**config.mk**
```make
export PLATFORM = sky130hd
export DESIGN_NAME = seq_divider_ctrl
export DESIGN_NICKNAME = d
export VERILOG_FILES = /design/src/rtl/seq_divider_ctrl.sv
export SDC_FILE = /design/constraint.sdc
export NUM_CORES = 1
export LEC_CHECK = 0
export ABC_AREA = 1
export ABC_CLOCK_PERIOD_IN_PS = 1700
export BUFFER_PORTS_ARGS = -buffer_cell sky130_fd_sc_hd__buf_2
export CAP_MARGIN = 20
export CELL_PAD_IN_SITES_DETAIL_PLACEMENT = 1
export CELL_PAD_IN_SITES_GLOBAL_PLACEMENT = 1
export CORE_MARGIN = 2
export CORE_UTILIZATION = 41
export CTS_CLUSTER_SIZE = 12
export DETAILED_ROUTE_END_ITERATION = 6
export GPL_ROUTABILITY_DRIVEN = 0
export PLACE_DENSITY = 0.76
export SLEW_MARGIN = 20
export SYNTH_ARGS = -nofsm -noshare
export SYNTH_HDL_FRONTEND = slang
export SYNTH_SLANG_ARGS = --single-unit
export TNS_END_PERCENT = 50
```
**constraint.sdc**
```tcl
create_clock -name clk -period 1.7 [get_ports clk]
set_input_delay 0.17 -clock clk [delete_from_list [all_inputs] [get_ports clk]]
set_output_delay 0.17 -clock clk [all_outputs]
set_load 0.01 [all_outputs]
```
**src/rtl/seq_divider_ctrl.sv**
```systemverilog
// Sequential restoring divider: one trial subtraction per clock on an N+1 bit
// add/subtract unit, with a start/done handshake toward the control unit.

module add_subs #(
  parameter int W = 9
) (
  input  logic [W-1:0] a,
  input  logic [W-1:0] b,
  input  logic         add_sub,
  output logic [W-1:0] res,
  output logic         cout
);
  logic [W-1:0] b_x;

  // Two's-complement add/subtract; cout=1 in subtract mode means no borrow
  always_comb begin
    b_x         = add_sub ? ~b : b;
    {cout, res} = {1'b0, a} + {1'b0, b_x} + {{W{1'b0}}, add_sub};
  end
endmodule

module seq_divider_ctrl #(
  parameter int N = 8
) (
  input  logic         clk,
  input  logic         rst_n,
  input  logic         start,
  input  logic [N-1:0] dividend,
  input  logic [N-1:0] divisor,
  output logic         busy,
  output logic         done,
  output logic [N-1:0] quotient,
  output logic [N-1:0] remainder,
  output logic         dbz
);
  localparam int CW = (N > 2) ? $clog2(N) : 1;

  typedef enum logic [1:0] {
    ST_IDLE = 2'd0,
    ST_RUN  = 2'd1,
    ST_DONE = 2'd2
  } state_t;

  state_t        state_q, state_d;
  logic [N:0]    p_q, p_d;
  logic [N-1:0]  q_q, q_d;
  logic [N-1:0]  d_q, d_d;
  logic [CW-1:0] cnt_q, cnt_d;
  logic [N-1:0]  quot_q, quot_d;
  logic [N-1:0]  rem_q, rem_d;
  logic          dbz_q, dbz_d;
  logic [N:0]    s_s, diff_s;
  logic          no_borrow_s;

  assign s_s = {p_q[N-1:0], q_q[N-1]};

  add_subs #(.W(N + 1)) u_add_subs (
    .a       (s_s),
    .b       ({1'b0, d_q}),
    .add_sub (1'b1),
    .res     (diff_s),
    .cout    (no_borrow_s)
  );

  // State register
  always_ff @(posedge clk) begin
    if (!rst_n) begin
      state_q <= ST_IDLE;
    end else begin
      state_q <= state_d;
    end
  end

  // Next-state logic
  always_comb begin
    state_d = state_q;
    case (state_q)
      ST_IDLE: begin
        if (start) begin
          state_d = (divisor != {N{1'b0}}) ? ST_RUN : ST_DONE;
        end else begin
          state_d = ST_IDLE;
        end
      end
      ST_RUN: begin
        if (cnt_q == {CW{1'b0}}) begin
          state_d = ST_DONE;
        end else begin
          state_d = ST_RUN;
        end
      end
      ST_DONE: state_d = ST_IDLE;
      default: state_d = ST_IDLE;
    endcase
  end

  // Output decode
  always_comb begin
    busy = 1'b0;
    done = 1'b0;
    case (state_q)
      ST_RUN:  busy = 1'b1;
      ST_DONE: done = 1'b1;
      default: begin
        busy = 1'b0;
        done = 1'b0;
      end
    endcase
  end

  // Datapath next values; results only update on the last iteration or a divide by zero
  always_comb begin
    p_d    = p_q;
    q_d    = q_q;
    d_d    = d_q;
    cnt_d  = cnt_q;
    quot_d = quot_q;
    rem_d  = rem_q;
    dbz_d  = dbz_q;
    case (state_q)
      ST_IDLE: begin
        if (start && (divisor != {N{1'b0}})) begin
          p_d   = {(N + 1){1'b0}};
          q_d   = dividend;
          d_d   = divisor;
          cnt_d = CW'(N - 1);
          dbz_d = 1'b0;
        end else if (start) begin
          quot_d = {N{1'b1}};
          rem_d  = dividend;
          dbz_d  = 1'b1;
        end else begin
          p_d = p_q;
        end
      end
      ST_RUN: begin
        if (no_borrow_s) begin
          p_d = diff_s;
          q_d = {q_q[N-2:0], 1'b1};
        end else begin
          p_d = s_s;
          q_d = {q_q[N-2:0], 1'b0};
        end
        cnt_d = cnt_q - CW'(1);
        if (cnt_q == {CW{1'b0}}) begin
          quot_d = q_d;
          rem_d  = p_d[N-1:0];
        end else begin
          quot_d = quot_q;
        end
      end
      default: begin
        p_d = p_q;
      end
    endcase
  end

  // Datapath registers
  always_ff @(posedge clk) begin
    if (!rst_n) begin
      p_q    <= {(N + 1){1'b0}};
      q_q    <= {N{1'b0}};
      d_q    <= {N{1'b0}};
      cnt_q  <= {CW{1'b0}};
      quot_q <= {N{1'b0}};
      rem_q  <= {N{1'b0}};
      dbz_q  <= 1'b0;
    end else begin
      p_q    <= p_d;
      q_q    <= q_d;
      d_q    <= d_d;
      cnt_q  <= cnt_d;
      quot_q <= quot_d;
      rem_q  <= rem_d;
      dbz_q  <= dbz_d;
    end
  end

  assign quotient  = quot_q;
  assign remainder = rem_q;
  assign dbz       = dbz_q;
endmodule

```
# Yosys cells after proc, flatten, opt, wreduce, memory -nomap -nowiden
# Cells that the tools add are included.
# W data, S select, Z words.
# classes
bitwise	1
eq_ne	6
n_reduce_logical	10
n_mux	24
addsub	3
# ops
cell	count
$mux W8	9
$pmux W8 S2	4
$add A10 B1 Y10 const B	1
$add A9 B9 Y10	1
$not A8 Y9	1
$ne A2 B2 Y1 const B	4
$reduce_bool A8 Y1	1
$mux W2	3
$pmux W3 S2	1
$reduce_and A2 Y1	3
$mux W1	5
$pmux W2 S2	1
$reduce_and A4 Y1	1
$reduce_bool A2 Y1	2
$logic_not A3 Y1	1
$mux W3	1
$sub A3 B1 Y3 const B	1
$eq A2 B1 Y1 const B	1
$eq A2 B2 Y1 const B	1
$logic_not A2 Y1	1
$logic_and A1 B1 Y1	1
# totals
inputBits	19
out_inout_bits	19
ff_bits	46
wordCells	52

# Depth between registers and ports, before layout
# logic_depth
ltp_word	6
depth_mapped	13
depth_no_buf	13

# By module
# Synthesis repeated with hierarchy kept, for this count alone.
# hier_totals
hier_cells	397
hier_area_um2	2820.2
# by_module_without_submodules
mod	cells_per_inst	n_inst	area_each_um2
seq_divider_ctrl	307	1	2268.4
add_subs	90	1	551.8

# Worst setup path after synthesis
# OpenSTA, ideal clock, no wires.
# synth_timing
kind	register to register
start	reg d_q[2]
end	reg p_q[1]
path_slack_ps	96
period_less_slack_ps	1604
required_ps	1591
stages_incl_launch_ff	12
n_path_buf	0
t_arrival_ps	1496
cell_sequence	dfxtp_1 inv_1 ha_1 or2_1 nand3_1 nand2_1 nand2_4 nand2_4 nand3b_1 nand3_1 nand2_1 inv_1
# synth_via
elab_chain_len	5
# synth_lines
item	line_no	text
start: declaration	47	logic [N-1:0] d_q, d_d;
start signal: assignment	163	d_q <= {N{1'b0}};
$not A8 Y9	17	b_x = add_sub ? ~b : b;
$add A9 B9 Y10	18	{cout, res} = {1'b0, a} + {1'b0, b_x} + {{W{1'b0}}, add_sub};
$add A10 B1 Y10	18	
$mux W8	137	if (no_borrow_s) begin
$pmux W8 S2	120	case (state_q)
end signal: assignment	161	p_q <= {(N + 1){1'b0}};
end signal: assignment	169	p_q <= p_d;
end: declaration	45	logic [N:0] p_q, p_d;
# No other way between the ends.
# A chain may end at the register's enable or synchronous reset.

# Worst setup path after layout
# layout_timing
start	reg q_q[7]
end	reg p_q[6]
# layout_via
elab_chain_len	4
# layout_lines
item	line_no	text
start: declaration	46	logic [N-1:0] q_q, q_d;
start signal: assignment	162	q_q <= {N{1'b0}};
start signal: assignment	170	q_q <= q_d;
$add A9 B9 Y10	18	
$add A10 B1 Y10	18	
$mux W8	137	
$pmux W8 S2	120	
# No other way between the ends.

==> run_results.csv <==
group,metric,value,unit
place,place_area,2870,um^2
floorplan,coreArea,5890,um^2
routing,dr.max_layer_used,"met4",
logic_synthesis,synth.avg_cell_area,7.28,um^2
routing,wl_met2,4000,um
pwr,p_leak,0.00164,uW
cells_and_area,design_area,3230,um^2
cells_and_area,seq_area,936,um^2
critical_path,worstPathArrival,1.94,ns
global_route,grt_max_degree,30,
logic_synthesis,ys_warn_count,0,
clocking,cts_made_buffers,5,
floorplan,die_w,81.7,um
cells_and_area,layout.cells.non_filler,476,
clocking,cts.sinks,46,
pwr,peakVddDrop,0.426,mV
critical_path,path_class,"reg2reg",
cells_and_area,final_common_cell,"nand2_1",
clocking,cts.htree.levels,2,
job,drv_cap,0,
clocking,cts_tree,"yes",
cells_and_area,n_fill_cell,757,
hold_path,whs_endpoint,"d_q[0]",
timing,skew,0.00652,ns
global_route,grt_util_all_layers,23.5,%
pwr,powerDensity,1040,nW/um^2
floorplan,dieArea,6670,um^2
cells_and_area,mostFrequentLayoutCells,"63 x nand2_1, 55 x inv_1, 37 x buf_2",
timing,period_share,99.5,%
critical_path,end_kind,"flop",
cells_and_area,fin_nets,430,
critical_path,rr_endpoint,"p_q[6]",
clocking,clk_path_buf_depth,2,
place,port-buffer-count,37,
global_route,antenna_found_initial,0,
timing,max-slew-margin-rel,77.6,%
routing,drc,0,
pwr,pwr-share-comb,39.0,%
routing,wl_per_cell,16.2,um
timing,hold_viol,0,
timing,rsz0062_at_grt,"yes",
timing,final_max_slew_viol_count,0,
cells_and_area,drive_gt1_share,32.9,%
cells_and_area,n_antenna_cell,0,
clocking,holdBufCountCts,0,
hold_path,min_from,"divisor[0]",
routing,vias,2488,
routing,wl_met1,3390,um
clocking,clkTransAtPathRegs,0.10,ns
logic_synthesis,syn_nets,370,
status,status,"finished clean",
logic_synthesis,ys_ff_latch,46,
critical_path,crit_required,1.95,ns
timing,timing.final.ws_setup,0.00924,ns
place,dp_cells,465,
logic_synthesis,ys_seq_area_share,37.2,%
critical_path,rr_worst_depth,12,
routing,final_antenna_net_count,0,
timing,tightest_slew,0.333,ns
routing,met3_length,201,um
routing,wl,7720,um
pwr,internal_power,2110,uW
critical_path,setup.worst_path.start_class,"flop",
hold_path,worstHoldPathCells,3,
cells_and_area,area_delta_synth_final,30.5,%
timing,timing.fmax,0.591,GHz
pwr,p_switching,1250,uW
routing,dr.pass1.iters,4,
critical_path,r2r_slack,0.009,ns
routing,first_iter_violations,100,
clocking,cts_root_buf,"clkbuf_8",
clocking,clock_latency,0.30,ns
floorplan,start_util,42.0,%
pwr,swShare,37.3,%
logic_synthesis,synth_cell_types,33,
place,post-dp-hpwl,5390,um
timing,finalSetupViolations,0,
critical_path,path_max_fanout,2,
pwr,clockPowerShare,23.3,%
global_route,grt_pass1_wl,11800,um
cells_and_area,multi_input_comb_area,1420,um^2
timing,min_period,1.69,ns
global_route,first_global_vias,2481,
pwr,seqPwrFrac,37.7,%
hold_path,holdCritPathClass,"in2reg",
floorplan,row_count,28,
place,pre_cts_ws,-0.0971,ns
logic_synthesis,synth_area,2470,um^2
floorplan,chipHeight,81.7,um
floorplan,io_pins,38,
logic_synthesis,synthCells,340,
routing,viasPerCell,5.23,
critical_path,reg2reg_from,"q_q[7]",
timing,tns,0,ns
global_route,overflow,0,
==> per-stage QoR <==
stage / util (%) / total power, uW / hold WS, ns
2_1_floorplan: - / 1960 / 0.305
3_3_place_gp: 48.7 / 2310 / 0.412
3_5_place_dp: 48.7 / 2350 / 0.426
4_1_cts: 52.0 / 3230 / 0.111
5_1_grt: 54.8 / 3550 / 0.106
6_report: 54.8 / 3360 / 0.111
==> cell families (layout without fill, tap and decap cells) <==
group	after synthesis	count (layout)	share of synthesized area, %
compound gates	55	55	13.6
xor+xnor	3	3	1.06
fa+ha+maj	11	11	5.87
buf+inv	79	140	13.7
flops	46	46	37.2
simple gates	146	146	28.6
==> worst max-delay path by stage <==
stage | from | to | slack, ns
5_1_grt | d_q[6] | p_q[3] | -0.08
3_5_place_dp | d_q[2] | remainder[5] | -0.1
6_report | q_q[7] | p_q[6] | 0.009
4_1_cts | d_q[2] | p_q[4] | 0.003
2_1_floorplan | d_q[2] | p_q[1] | 0.1
3_3_place_gp | p_q[1] | remainder[5] | -0.08
==> final cells by class <==
cell class	instances	area share (%)
sequential	46	29.0
clock buffer	7	2.98
inverter	68	8.37
multi-input combinational	215	44.0
clock inverter	1	0.271
tap	75	2.91
timing repair buffer	64	12.5
==> metal layers <==
metal  vias up  track usage, %
li1       1213               -
met1      1221            28.4
met2        46            42.9
met3         8            3.96
met4         0            6.50
met5         -               0
==> cell usage after synthesis (all sizes together) <==
library cell   n  share of area (%)
nand2         75                 13
inv           66                 11
dfxtp         46                 37
nand3         37                7.5
nor2          20                4.4
a21oi         19                4.3
o21ai         18                3.6
ha            10                5.1
buf            9                2.4
nand4          9                2.3
a31oi          8                2.0
o221ai         7                2.5
xnor2          3                1.1
clkbuf         2               0.30
clkinv         2               0.30
nand3b         2               0.61
o211ai         2               0.61
or2            2               0.51
a211oi         1               0.51
fa             1               0.81
nor3           1               0.40
==> power groups by stage <==
stage	combinational, uW	clock, uW	sequential (uW)
finish	1310	783	1270
CTS	1170	803	1260
global route	1430	837	1280
floorplan	675	0	1290
global placement	1030	0	1280
detailed placement	1070	0	1280
==> timing repair <==
action | in CTS | in global routing
pin swaps | 5 | 20
gates resized for setup | 14 | 41
setup buffers | 2 | 1
endpoints found under the setup margin | 17 | 17
==> worst max-delay path, stage by stage (launching register included) <==
cell     delay [ns]
dfxtp_2        0.36
inv_2          0.05
ha_4           0.16
fa_2           0.39
inv_2          0.10
nand3_2        0.09
nand3_2        0.09
nand2_1        0.05
nand2_1        0.06
nand3_2        0.09
nand3_2        0.09
nand2_1        0.05
inv_1          0.06
==> registers in the layout, summed over array words and instances (netlist names) <==
name and cells:
cnt_q 3, d_q 8, dbz 1, p_q 8
q_q 8, quotient 8, remainder 8, state_q 2
Note: power is estimated with default switching activity, not from simulation.
